===== config.mk =====
export PLATFORM = sky130hd
export DESIGN_NAME = i2s_transmitter
export DESIGN_NICKNAME = d
export VERILOG_FILES = /design/src/rtl/i2s_transmitter.sv
export SDC_FILE = /design/constraint.sdc
export NUM_CORES = 1
export LEC_CHECK = 0
export CAP_MARGIN = 25
export CORE_MARGIN = 4
export CORE_UTILIZATION = 50
export DETAILED_ROUTE_END_ITERATION = 7
export GPL_TIMING_DRIVEN = 0
export PLACE_DENSITY = 0.7
export SLEW_MARGIN = 20
export SYNTH_ARGS = -nofsm -noshare
export SYNTH_HDL_FRONTEND = slang
export SYNTH_SLANG_ARGS = --single-unit

===== constraint.sdc =====
create_clock -name clk -period 3.73 [get_ports clk]
set_clock_uncertainty 0.2 [all_clocks]
set_input_delay 0.373 -clock clk [delete_from_list [all_inputs] [get_ports clk]]
set_output_delay 0.373 -clock clk [all_outputs]
set_load 0.02 [all_outputs]

===== src/rtl/i2s_transmitter.sv =====
// i2s_transmitter: I2S master that queues stereo sample pairs in a FIFO and serializes them MSB-first.
module i2s_transmitter #(
  parameter int SAMPLE_W   = 18,
  parameter int BCLK_HALF  = 2,
  parameter int FIFO_DEPTH = 4
) (
  input  logic                                  clk,
  input  logic                                  reset,
  input  logic [SAMPLE_W-1:0]                   s_left,
  input  logic [SAMPLE_W-1:0]                   s_right,
  input  logic                                  s_valid,
  output logic                                  s_ready,
  output logic                                  BCLK,
  output logic                                  LRCLK,
  output logic                                  SDATA,
  output logic                                  underrun,
  output logic [$clog2(FIFO_DEPTH+1)-1:0]       fifo_level
);
  localparam int AW = $clog2(FIFO_DEPTH);
  localparam int LW = $clog2(FIFO_DEPTH + 1);
  localparam int DW = $clog2(BCLK_HALF + 1);
  logic [DW-1:0]         div_cnt;
  logic [5:0]            b, nb;
  logic [2*SAMPLE_W-1:0] mem [FIFO_DEPTH];
  logic [2*SAMPLE_W-1:0] frame;
  logic [AW-1:0]         wr_ptr, rd_ptr;
  logic [SAMPLE_W-1:0]   word;
  logic [31:0]           slot_word;
  logic                  wrap, fall, load, push, pop, sbit;
  // slot_word places the sample one bit below the slot MSB, giving the I2S one-bit delay
  always_comb begin
    wrap      = div_cnt == DW'(BCLK_HALF - 1);
    fall      = wrap & BCLK;
    nb        = b + 6'd1;
    load      = fall & (b == 6'd63);
    s_ready   = reset & (fifo_level != LW'(FIFO_DEPTH));
    push      = s_valid & s_ready;
    pop       = load & (fifo_level != '0);
    word      = nb[5] ? frame[SAMPLE_W-1:0] : frame[2*SAMPLE_W-1:SAMPLE_W];
    slot_word = 32'(word) << (31 - SAMPLE_W);
    sbit      = slot_word[~nb[4:0]];
  end
  always_ff @(posedge clk) begin
    if (!reset) begin
      div_cnt    <= '0;
      BCLK       <= 1'b0;
      LRCLK      <= 1'b0;
      SDATA      <= 1'b0;
      underrun   <= 1'b0;
      b          <= '0;
      frame      <= '0;
      wr_ptr     <= '0;
      rd_ptr     <= '0;
      fifo_level <= '0;
    end else begin
      div_cnt  <= wrap ? '0 : div_cnt + DW'(1);
      BCLK     <= wrap ? ~BCLK : BCLK;
      b        <= fall ? nb : b;
      LRCLK    <= fall ? nb[5] : LRCLK;
      SDATA    <= fall ? sbit : SDATA;
      frame    <= load ? (pop ? mem[rd_ptr] : '0) : frame;
      underrun <= load & ~pop;
      wr_ptr   <= push ? wr_ptr + AW'(1) : wr_ptr;
      rd_ptr   <= pop ? rd_ptr + AW'(1) : rd_ptr;
      fifo_level <= fifo_level + LW'(push) - LW'(pop);
    end
  end
  always_ff @(posedge clk) begin
    if (push) mem[wr_ptr] <= {s_left, s_right};
  end
endmodule


==> reports/metrics.cfg <==
[clock_network]
ctsResizeCount = 0
clk-insertion-delay-late_ns = 0.42
clk_pin_slew_worst_paths_ns = 0.07
hold_buffers = 0
cts_buffer_depth = 2
cts_tree = built
post_cts_buffers = 0
cts-root-buf = clkbuf_16
htree_levels = 4
numClockSinks = 200
numCtsBuffers = 17

[setup_path]
critPathKind = flip-flop to flip-flop
critPathMaxStageDelay_ns = 0.42
cp-start-kind = flip-flop
cp_slowest_cell = dfxtp_1
cp.arrival_ns = 3.55
cp_max_fo = 10
end_kind = flip-flop
worst_path_most_repeated_cell = ha_1
cp_cell_sequence = ha_1, and3_1, nand3_1, nor2_1, buf_1, ha_1, inv_1, ha_1, inv_1, fa_1, xnor2_1, xnor2_1, and2_1
cp.required_ns = 3.85

[pwr]
power.density_nw_per_um2 = 474.7
irDropWorstVdd_mv = 0.3042
p_leak_uw = 0.002974

[die]
fp.dieArea_um2 = 18070
chipWidth_um = 134.4
die_h_um = 134.4
start_util_pct = 51.80
coreArea_um2 = 15430
io_pins = 47
fp-row-count = 45

[grt]
grt_pass1_vias = 4635
grt_pass1_wl_um = 25320
grt_use_total_pct = 18.56
antenna_found_initial = 0
overflow = 0
grt_max_degree = 28

[yosys]
synth_top_family_by_area = multiplexers
synth-edff-count = 144
synth-simple-area-share_pct = 8.909
synth-seq-area-share_pct = 68.14
yosys.area_share.adder_pct = 1.503
synth-async-reset-ratio_pct = 0
synth_nets = 552
netlist_instances = 504
netlist_area_um2 = 7991
ys_types = 49
avgSynthCellArea_um2 = 15.86
synth_warnings = 0
synth-main-ff-cell = edfxtp_1
synth_xor_area_share_pct = 1.096
ys_ff_latch = 200
synthMuxAreaShare_pct = 11.21
synth_compound_area_share_pct = 7.202

[sta]
fmax_mhz = 291.7
setup_viol = 0
report.final.slew_viol_count = 0
worstMarginPinSlew_ns = 0.6867
rsz0062_at_grt = no
tns_ns = 0
max-slew-margin-rel_pct = 54.22
finalCritPeriodShare_pct = 91.91
finalHoldViolCount = 0
period_needed_ns = 3.428

[detailed_routing]
antenna_left = 0
post-route-drc-count = 0
vias = 4512
vias_per_cell = 5.668
dr.pass1.iters = 5
wire_per_inst_um = 19.97
drt_iter0_drc = 351
drt-total-wl_um = 15900

[run]
maxCapViolations = 0

[layout]
antenna_cells = 0
nets = 620
drive_gt1_share_pct = 14.70
final_common_cell = edfxtp_1
syn_to_final_growth_pct = 16.86
finalNonFillerCells = 796
final_cell_mix = 144 x edfxtp_1, 56 x dfxtp_1, 45 x clkdlybuf4s50_1

[placed_design]
port-buffer-count = 45
hpwl_um = 11070
place_congestion = 0.8491
dp.cells = 764

[outcome]
status = complete, no violations

[hold_path]
hold_class = input pin to flip-flop

-- metal layers --
metal	global-route usage, %	part of all wire, %	vias up
met4	6.448	1.7	0
met2	30.45	50	117
met1	24.74	44	2274
li1	-	-	2102
met5	0	0	-
met3	4.014	4.5	19
-- logic make-up after synthesis --
logic type               after synthesis
flip-flops                           200
buffers and inverters                 38
XOR/XNOR                              10
multiplexers                          44
AO/OA/AOI/OAI                         80
adder cells (fa/ha/maj)                9
AND/OR/NAND/NOR                      123
-- area by class of cell --
type | count | area, um2
buffer | 32 | 132.6
clock buffer | 23 | 447.9
clock inverter | 9 | 100.1
fill | 1174 | 6088
inverter | 6 | 22.52
multi-input combinational | 266 | 2396
sequential | 200 | 5445
tap | 211 | 264.0
timing repair buffer | 49 | 530.5
-- cells in the mapped netlist, types with 2 or more instances --
cell | count | area, um2
nand2b_1 | 4 | 25.02
o21ai_0 | 11 | 55.05
a21oi_1 | 6 | 30.03
o311a_1 | 2 | 20.02
xnor2_1 | 6 | 52.55
o211ai_1 | 2 | 15.01
a22oi_1 | 36 | 270.3
a31oi_1 | 2 | 12.51
dfxtp_1 | 56 | 1121
nand2_1 | 17 | 63.81
buf_2 | 10 | 50.05
xor2_1 | 4 | 35.03
nor3_1 | 6 | 30.03
and2_1 | 13 | 81.33
clkbuf_1 | 19 | 71.32
or3_1 | 4 | 25.02
a211oi_1 | 7 | 52.55
nand4b_1 | 2 | 17.52
nor2b_1 | 41 | 256.5
a311oi_1 | 2 | 17.52
nor2_1 | 10 | 37.54
buf_1 | 3 | 11.26
and3_1 | 9 | 56.30
a21boi_0 | 4 | 30.03
ha_1 | 8 | 100.1
mux2i_1 | 4 | 40.04
inv_1 | 6 | 22.52
edfxtp_1 | 144 | 4324
mux2_2 | 4 | 45.04
nand3_1 | 8 | 40.04
mux4_2 | 36 | 810.8
-- path summary, 6_finish.rpt --
kind / startpoint / end / slack (ns) / depth (start not counted)
worst min-delay path: reset / LRCLK / 0.17 / 2
worst min register to register: div_cnt[0] / div_cnt[0] / 0.24 / 1
worst max register to register: b[1] / fifo_level[2] / 0.30 / 13
worst max-delay path: b[1] / fifo_level[2] / 0.30 / 13
-- worst max-delay path, delay by kind of cell (launching register included) --
kind / cells / cell delay (ns)
XOR/XNOR: 2 / 0.28
adder cells (fa/ha/maj): 4 / 1.14
buffers and inverters: 3 / 0.50
flip-flops: 1 / 0.42
AND/OR/NAND/NOR: 4 / 0.78
-- power breakdown --
group          internal [uW]  total, uW  switching (uW)  leakage (uW)
registers               2440       2460            21.2       0.00176
logic                    114        240             125      0.000954
clock network            983       1730             747      0.000260
total                   3540       4430             894       0.00297
-- state kept, by name, summed over array words and instances (netlist names), named ones only --
name and cells:
frame 36, LRCLK 1, mem 144, b 5, SDATA 1, underrun 1, wr_ptr 2, BCLK 1
rd_ptr 2, div_cnt 2, fifo_level 3
-- per-stage QoR --
step,setup slack (ns),util (%),hold WS [ns],area [um2],power [uW]
final,0.3018,60.54,0.1681,9339,4433
after global routing,0.09442,60.54,0.1797,9339,4574
after floorplan,0.4907,-,0.1982,7991,2629
after global placement,0.2235,56.43,0.2070,8706,2734
after detailed placement,0.3507,56.98,0.2336,8791,2754
after CTS,0.3331,60.54,0.1465,9339,4464
No activity file was read; power rests on OpenSTA's default activity.
